==> config.mk <==
export PLATFORM = sky130hd
export DESIGN_NAME = alu_share_arbiter
export DESIGN_NICKNAME = d
export VERILOG_FILES = /design/src/rtl/alu_share_arbiter.sv
export SDC_FILE = /design/constraint.sdc
export NUM_CORES = 1
export LEC_CHECK = 0
export BUFFER_PORTS_ARGS = -buffer_cell sky130_fd_sc_hd__buf_2
export CORE_ASPECT_RATIO = 1.5
export CORE_MARGIN = 5
export CORE_UTILIZATION = 49
export CTS_CLUSTER_DIAMETER = 30
export DETAILED_ROUTE_END_ITERATION = 6
export PLACE_DENSITY = 0.88
export SETUP_SLACK_MARGIN = 0.5
export SYNTH_ARGS = -nofsm -noshare
export SYNTH_HDL_FRONTEND = slang
export SYNTH_SLANG_ARGS = --single-unit
export TNS_END_PERCENT = 100
==> constraint.sdc <==
create_clock -name clk -period 27.9 [get_ports clk]
set_input_delay 1.395 -clock clk [delete_from_list [all_inputs] [get_ports clk]]
set_output_delay 1.395 -clock clk [all_outputs]
set_load 0.03 [all_outputs]
==> src/rtl/alu_share_arbiter.sv <==
// Time-shares one ripple-carry ALU core between the execute stage (req0) and the aux path (req1).
// Owns the latched operands, the execute counter, the result register and the Y86 ZF/SF/OF register.

module add_64bit #(
    parameter int unsigned W = 64
) (
    input  logic [W-1:0] a,
    input  logic [W-1:0] b,
    input  logic         cin,
    output logic [W-1:0] sum,
    output logic         ovf
);
    logic [W:0] carry;

    assign carry[0] = cin;

    genvar i;
    generate
        for (i = 0; i < W; i++) begin : g_fa
            assign sum[i]       = a[i] ^ b[i] ^ carry[i];
            assign carry[i + 1] = (a[i] & b[i]) | (carry[i] & (a[i] ^ b[i]));
        end
    endgenerate

    // Signed overflow: carry into the sign bit differs from carry out of it.
    assign ovf = carry[W] ^ carry[W - 1];
endmodule

module alu_share_arbiter #(
    parameter int unsigned WIDTH = 64,
    parameter int unsigned LAT   = 1
) (
    input  logic             clk,
    input  logic             rst,
    input  logic             req0_valid,
    output logic             req0_ready,
    input  logic [1:0]       req0_fn,
    input  logic [WIDTH-1:0] req0_a,
    input  logic [WIDTH-1:0] req0_b,
    input  logic             req0_setcc,
    input  logic             req1_valid,
    output logic             req1_ready,
    input  logic [1:0]       req1_fn,
    input  logic [WIDTH-1:0] req1_a,
    input  logic [WIDTH-1:0] req1_b,
    output logic             resp0_valid,
    output logic             resp1_valid,
    output logic [WIDTH-1:0] result,
    output logic             overflow,
    output logic             cc_zf,
    output logic             cc_sf,
    output logic             cc_of
);
    localparam int unsigned CW     = 2;
    localparam logic [1:0]  FN_ADD = 2'b00;
    localparam logic [1:0]  FN_SUB = 2'b01;
    localparam logic [1:0]  FN_AND = 2'b10;
    localparam logic [1:0]  FN_XOR = 2'b11;

    typedef enum logic [1:0] {
        IDLE = 2'b00,
        EXEC = 2'b01,
        DONE = 2'b10
    } state_t;

    state_t          state;
    state_t          state_next;
    logic [CW-1:0]   count;
    logic            last_grant;
    logic            owner;
    logic            op_setcc;
    logic [1:0]      op_fn;
    logic [WIDTH-1:0] op_a;
    logic [WIDTH-1:0] op_b;

    logic            grant0;
    logic            grant1;
    logic            take;
    logic            fire;

    logic            is_sub;
    logic [WIDTH-1:0] add_b;
    logic [WIDTH-1:0] add_sum;
    logic            add_ovf;
    logic [WIDTH-1:0] alu_res;
    logic            alu_ovf;

    // Next state and grant; round robin only matters when both requesters are valid.
    always_comb begin
        state_next = state;
        grant0     = 1'b0;
        grant1     = 1'b0;
        take       = 1'b0;
        fire       = 1'b0;
        case (state)
            IDLE: begin
                if (req0_valid && (!req1_valid || last_grant)) begin
                    grant0 = 1'b1;
                end else if (req1_valid) begin
                    grant1 = 1'b1;
                end
                take = (grant0 || grant1) && !rst;
                if (take) begin
                    state_next = EXEC;
                end
            end
            EXEC: begin
                if (count == '0) begin
                    fire       = 1'b1;
                    state_next = DONE;
                end
            end
            DONE: begin
                state_next = IDLE;
            end
            default: begin
                state_next = IDLE;
            end
        endcase
    end

    assign req0_ready = grant0 & ~rst;
    assign req1_ready = grant1 & ~rst;

    // Shared ALU core, fed only from the latched operands.
    assign is_sub = (op_fn == FN_SUB);
    assign add_b  = is_sub ? ~op_b : op_b;

    add_64bit #(.W(WIDTH)) u_add (
        .a   (op_a),
        .b   (add_b),
        .cin (is_sub),
        .sum (add_sum),
        .ovf (add_ovf)
    );

    always_comb begin
        alu_res = add_sum;
        alu_ovf = add_ovf;
        case (op_fn)
            FN_ADD, FN_SUB: begin
                alu_res = add_sum;
                alu_ovf = add_ovf;
            end
            FN_AND: begin
                alu_res = op_a & op_b;
                alu_ovf = 1'b0;
            end
            FN_XOR: begin
                alu_res = op_a ^ op_b;
                alu_ovf = 1'b0;
            end
            default: begin
                alu_res = add_sum;
                alu_ovf = add_ovf;
            end
        endcase
    end

    always_ff @(posedge clk) begin
        if (rst) begin
            state       <= IDLE;
            count       <= '0;
            last_grant  <= 1'b1;
            owner       <= 1'b0;
            op_setcc    <= 1'b0;
            op_fn       <= FN_ADD;
            op_a        <= '0;
            op_b        <= '0;
            result      <= '0;
            overflow    <= 1'b0;
            resp0_valid <= 1'b0;
            resp1_valid <= 1'b0;
            cc_zf       <= 1'b1;
            cc_sf       <= 1'b0;
            cc_of       <= 1'b0;
        end else begin
            state       <= state_next;
            resp0_valid <= fire & ~owner;
            resp1_valid <= fire & owner;

            if (take) begin
                owner      <= grant1;
                last_grant <= grant1;
                op_fn      <= grant1 ? req1_fn : req0_fn;
                op_a       <= grant1 ? req1_a : req0_a;
                op_b       <= grant1 ? req1_b : req0_b;
                op_setcc   <= grant0 & req0_setcc;
                count      <= CW'(LAT - 1);
            end else if ((state == EXEC) && (count != '0)) begin
                count <= count - CW'(1);
            end

            // Result and condition codes land on the edge that raises the response pulse.
            if (fire) begin
                result   <= alu_res;
                overflow <= alu_ovf;
                if (!owner && op_setcc) begin
                    cc_zf <= (alu_res == '0);
                    cc_sf <= alu_res[WIDTH-1];
                    cc_of <= alu_ovf;
                end
            end
        end
    end
endmodule

==> key figures, run 1 <==
Floorplanning
  • Initial Util: 49.7%
  • # rows: 72
  • Die height: 208 um
  • I/O pin total: 337
  • Core area: 25900 um^2
  • Die width: 142 um
  • Die area: 29700 um^2

Finish
  • Non-filler instance count after layout: 1977
  • Share of cells above drive strength 1: 27.6%
  • Nets: 2014
  • P&R area growth vs syn: 22.0%
  • Antenna fix cells: 0
  • Post-Route Utilization: 60.7%

GRT
  • Grt ovf: 0
  • First-pass GRT wire length: 58.4 mm
  • Largest net degree at the start of global routing: 138
  • Vias in the first global route: 11600
  • Gr usage total: 24.1%
  • Initial antenna violation count: 0

Timing
  • Least-Margin Pin Slew: 1.10 ns
  • Fin crit share: 94.9%
  • # setup viols final: 0
  • Skew final: 0.0254 ns
  • Tmin final: 26.48 ns
  • RSZ-0062 raised after global routing: false
  • Final Max Slew Viols: 0
  • Fin. Hold Viols: 0
  • Fmax: 0.0378 GHz
  • Worst rel slew slack: 26.8%

Clocking
  • Root buffer cell: clkbuf_16
  • TritonCTS clock tree: done
  • Reg clk slew, reported paths: 0.06 ns
  • Clk Latency, worst-skew pair: 0.55 ns
  • Clk buf depth: 3
  • CTS Sinks: 207
  • H-Tree Depth: 1
  • Number of buffers created by CTS: 31

Logic synthesis
  • Top-count cell post-synth: mux2i_1
  • Mapped Area: 12900 um^2
  • Top cell type's share of synthesized area: 32.2%
  • Post-synth top cells: 256 x mux2i_1, 207 x dfxtp_1, 129 x nand2_1
  • Syn. warnings: 0
  • Distinct cells, synth: 35
  • Cell taking the most area after synthesis: dfxtp_1
  • Seq cells post-synth: 207
  • Net Count, Synth: 1735
  • Syn_area_per_cell: 9.58 um^2
  • Number of synthesized flops with an enable pin: 0
  • FFs w/ async S/R, synth: 0%
  • Post-Synthesis Cells: 1342
  • Sequential area share after synthesis: 32.2%
  • Synth Flop Type: dfxtp_1
  • Synth area leaders: dfxtp_1 32%, mux2i_1 20%, fa_1 9.8%, ha_1 6.3%, o21ai_0 4.7%

Pwr
  • Peak VDD IR: 0.0495 mV
  • Combinational fraction of design power: 33.2%
  • Switching Fraction: 36.8%
  • PD cells: 69.9 nW/um^2
  • Static Leak: 0.00630 uW
  • Sequential Power Share: 33.0%
  • P_int: 694 uW
  • Clk pwr share: 33.8%
  • NetSw: 403 uW

Placed design
  • Port Buffer Count: 336
  • Post-detail-place hpwl: 27.0 mm
  • RePlAce Congestion: 0.863
  • Placed Cells: 1920

Detailed routing
  • Total number of vias: 11000
  • Drt first pass iters: 5
  • Drt wl/cell: 18.7 um
  • Antenna Nets Post-Route: 0
  • Initial DRC Count: 628
  • Post-Route WL: 37.0 mm
  • Remaining DRCs: 0
  • DR vias/cell: 5.54

Run status
  • Outcome: finished clean

Critical path
  • WS Path Type: flip-flop to flip-flop
  • Max stage delay cell, worst path: fa_1
  • Worst-path fanout max: 3
  • Crit path largest cell delay: 0.44 ns
  • Crit path top cell by count: fa_2
  • CP arrival: 26.93 ns
  • Crit path launch type: flip-flop
  • Crit end category: flip-flop
  • Req. time, crit path: 28.35 ns

Hold path
  • Hold Crit Class: flip-flop to flip-flop

Flow run
  • Max cap viols: 0
-- through the flow --
stage	setup TNS, ns	instance area [um^2]	hold slack [ns]	setup slack, ns	total power, uW
floorplan	0	12900	0.442	0.527	606
global placement	0	14600	0.441	0.317	707
detailed placement	-0.113	14600	0.444	-0.113	726
CTS	0	15700	0.452	0.538	1100
global route	0	15700	0.470	0.511	1160
finish	0	15700	0.451	1.42	1100
-- routing by layer --
metal / vias up / part of all wire [%] / track usage [%]
li1: 5202 / - / -
met1: 5163 / 36 / 26.5
met2: 440 / 52 / 44.1
met3: 145 / 6.0 / 3.10
met4: 0 / 6.1 / 12.9
met5: - / 0 / 0
-- worst paths after layout --
check | start | to | slack, ns | cells past startpoint
setup / recovery | op_fn[0]$_SDFFE_PP0P_ | cc_zf$_SDFFE_PP1P_ | 1.42 | 74
hold / removal | result[24]$_SDFFE_PP0P_ | result[24]$_SDFFE_PP0P_ | 0.45 | 2
setup reg to reg | op_fn[0]$_SDFFE_PP0P_ | cc_zf$_SDFFE_PP1P_ | 1.42 | 74
hold reg to reg | result[24]$_SDFFE_PP0P_ | result[24]$_SDFFE_PP0P_ | 0.45 | 2
-- power groups by stage --
| stage | clock (uW) | sequential [uW] | combinational, uW |
|---|---|---|---|
| 2_1_floorplan | 0 | 384 | 222 |
| 3_3_place_gp | 0 | 364 | 343 |
| 3_5_place_dp | 0 | 367 | 359 |
| 4_1_cts | 375 | 361 | 366 |
| 5_1_grt | 392 | 366 | 403 |
| 6_report | 371 | 362 | 365 |
-- state kept, by name, indices dropped and copies added (netlist names), 2 cells and up --
signal and count:
count 2, op_a 64, op_b 64, op_fn 2, result 64, state 2
-- layout by cell type (no fill, tap or decap), types with 31 or more instances in the layout --
master	instances
a21oi_1	69
buf_2	335
clkbuf_16	31
dfxtp_1	205
fa_2	41
ha_1	65
inv_1	70
mux2i_1	256
nand2_1	129
nand3b_1	72
o21ai_0	120
or3_1	60
xnor2_1	61
-- layout make-up --
cell class                 count  area (um^2)
fill                        2035        10200
clock inverter                24          228
multi-input combinational    962         8050
inverter                      70          263
sequential                   207         4150
tap                          333          417
clock buffer                  32          779
timing repair buffer         349         1800
-- critical path, delay by kind of cell, from the launching register on --
family                   cells  cell delay [ns]
AO/OA/AOI/OAI                2             0.33
XOR/XNOR                     1             0.18
adder cells (fa/ha/maj)     63            24.62
buffers and inverters        4             0.27
flip-flops                   1             0.34
AND/OR/NAND/NOR              4             0.62
-- cell families after synthesis --
logic type / count (synthesis) / synth area share [%]
compound gates: 209 / 8.30
xor+xnor: 65 / 4.43
fa+ha+maj: 128 / 16.1
buf+inv: 173 / 6.18
flops: 207 / 32.2
mux: 257 / 20.0
simple gates: 303 / 12.7
-- repair_timing --
| item | 4_1_cts | 5_1_grt |
|---|---|---|
| gates resized for setup | 16 | 11 |
| gates cloned | 0 | 0 |
| hold buffers | 0 | 0 |
| endpoints found under the setup margin | 6 | 5 |
| pin swaps | 1 | 2 |
| buffers inserted | 0 | 1 |
No activity file was read; power rests on OpenSTA's default activity.
==> run 2, diff against run 1 <==
Settings changed: RECOVER_POWER from default to 100.
==> key figures, run 2 (synthesis results as in run 1) <==
Detailed routing
  • DR vias/cell: 5.53
  • Drt wl/cell: 18.7 um
  • Antenna Nets Post-Route: 0
  • Total number of vias: 10900
  • Remaining DRCs: 0
  • Post-Route WL: 36.9 mm
  • Drt first pass iters: 5
  • Initial DRC Count: 631

Critical path
  • CP startpoint: op_fn[0]$_SDFFE_PP0P_
  • Reg2reg start: op_fn[0]$_SDFFE_PP0P_
  • Req. time, crit path: 28.35 ns
  • Max stage delay cell, worst path: fa_1
  • CP arrival: 27.17 ns
  • CP endpoint: cc_zf$_SDFFE_PP1P_
  • Worst-path fanout max: 3
  • Crit end category: flip-flop
  • Crit path top cell by count: fa_2
  • Crit path launch type: flip-flop
  • Crit path largest cell delay: 0.45 ns
  • R2R depth: 74
  • Worst reg2reg endpoint: cc_zf$_SDFFE_PP1P_
  • WS Path Type: flip-flop to flip-flop
  • Reg2Reg Setup Slack: 1.19 ns

Timing
  • Fin crit share: 95.7%
  • Fmax: 0.0374 GHz
  • # setup viols final: 0
  • Fin. Hold Viols: 0
  • Least-Margin Pin Slew: 5.15 ns
  • Hold_ws: 0.454 ns
  • Post-route setup TNS: 0 ns
  • Tmin final: 26.71 ns
  • Skew final: 0.0267 ns
  • RSZ-0062 raised after global routing: false
  • Worst rel slew slack: -244%
  • Final worst setup slack: 1.19 ns
  • Final Max Slew Viols: 408

Finish
  • Largest registers: op_a x64, op_b x64, result x64
  • Most frequent cells in the layout: 263 x buf_2, 256 x mux2i_1, 205 x dfxtp_1
  • P&R area growth vs syn: 21.1%
  • Filler instances: 2092
  • Most common cell after layout, fill and taps aside: buf_2
  • Nets: 2014
  • Share of cells above drive strength 1: 22.7%
  • Post-route cell area: 15600 um^2
  • Antenna fix cells: 0

GRT
  • Vias in the first global route: 11600
  • Grt ovf: 0
  • Initial antenna violation count: 0
  • Largest net degree at the start of global routing: 138
  • First-pass GRT wire length: 58.4 mm
  • Gr usage total: 24.1%

Hold path
  • Hold Crit Class: flip-flop to flip-flop

Floorplanning
  • Core area: 25900 um^2
  • Die area: 29700 um^2
  • # rows: 72
  • I/O pin total: 337
  • Die height: 208 um
  • Initial Util: 49.7%
  • Die width: 142 um

Clocking
  • Clk buf depth: 3
  • CTS Sinks: 207
  • Clk Latency, worst-skew pair: 0.55 ns
  • Reg clk slew, reported paths: 0.06 ns
  • TritonCTS clock tree: done
  • H-Tree Depth: 1
  • Number of buffers created by CTS: 31
  • Root buffer cell: clkbuf_16

Run status
  • Outcome: finished with violations
  • Failing checks: capacitance limit, slew limit

Placed design
  • Port Buffer Count: 336
  • RePlAce Congestion: 0.863
  • Placed inst area: 14600 um^2
  • Post-detail-place hpwl: 27.0 mm
  • Post-Place Setup Slack: -0.113 ns

Pwr
  • Peak VDD IR: 0.0491 mV
  • PD cells: 70.2 nW/um^2
  • Static Leak: 0.00598 uW
  • Pwr Total: 1090 uW

Flow run
  • Max cap viols: 4
==> run 2: worst min path at each step <==
stage                             from                       to  slack [ns]  cells after the start
6_report       result[24]$_SDFFE_PP0P_  result[24]$_SDFFE_PP0P_        0.45                      2
2_1_floorplan       owner$_SDFFE_PP0P_   resp0_valid$_SDFF_PP0_        0.44                      1
3_5_place_dp   result[42]$_SDFFE_PP0P_  result[42]$_SDFFE_PP0P_        0.44                      2
4_1_cts        result[42]$_SDFFE_PP0P_  result[42]$_SDFFE_PP0P_        0.45                      2
3_3_place_gp   result[55]$_SDFFE_PP0P_  result[55]$_SDFFE_PP0P_        0.44                      2
5_1_grt        result[32]$_SDFFE_PP0P_  result[32]$_SDFFE_PP0P_        0.47                      2
==> run 2: per-layer routing <==
layer,GRT usage [%],up-vias,routed length (um)
li1,-,5196,-
met1,26.5,5161,13200
met2,44.1,433,19300
met3,3.10,144,2170
met4,12.9,0,2210
met5,0,-,0
==> run 2: area by class of cell <==
class	instances	area [um^2]	share of cell area [%]
Multi-Input combinational cell	962	8040	51.6
Sequential cell	207	4150	26.7
Timing Repair Buffer	349	1690	10.9
Clock buffer	32	779	5.01
Tap cell	333	417	2.68
Inverter	70	263	1.69
Clock inverter	24	228	1.46
==> run 2: worst max-delay path: cells and delay by family (launching register included) <==
kind / cells / cell delay [ns]
xor gates and xnor gates: 1 / 0.18
adders and majority gates: 63 / 24.85
and+or+nand+nor: 4 / 0.62
AOI/OAI and AO/OA: 2 / 0.32
buffers and inverters: 4 / 0.27
DFF: 1 / 0.34
==> run 2: where the power goes <==
part | internal, uW | total (uW) | switching, uW | leakage (uW)
registers | 334 | 363 | 28.7 | 0.00170
logic | 138 | 361 | 222 | 0.00380
clock network | 219 | 370 | 151 | 0.000482
total | 691 | 1090 | 402 | 0.00598
==> run 2: metrics by stage <==
stage                     instances  util [%]
final                          1977      60.2
after global routing           1977      60.2
after CTS                      1976      60.5
after detailed placement       1920      56.5
after global placement         1920      56.5
after floorplan                1342         -
==> run 2: repair_timing <==
item	4_1_cts	5_1_grt
gates cloned	0	0
resized for setup	16	11
setup endpoints to repair	6	5
pin swaps	1	2
endpoints found under the hold margin	0	0
hold buffers	0	0
buffers inserted	0	1
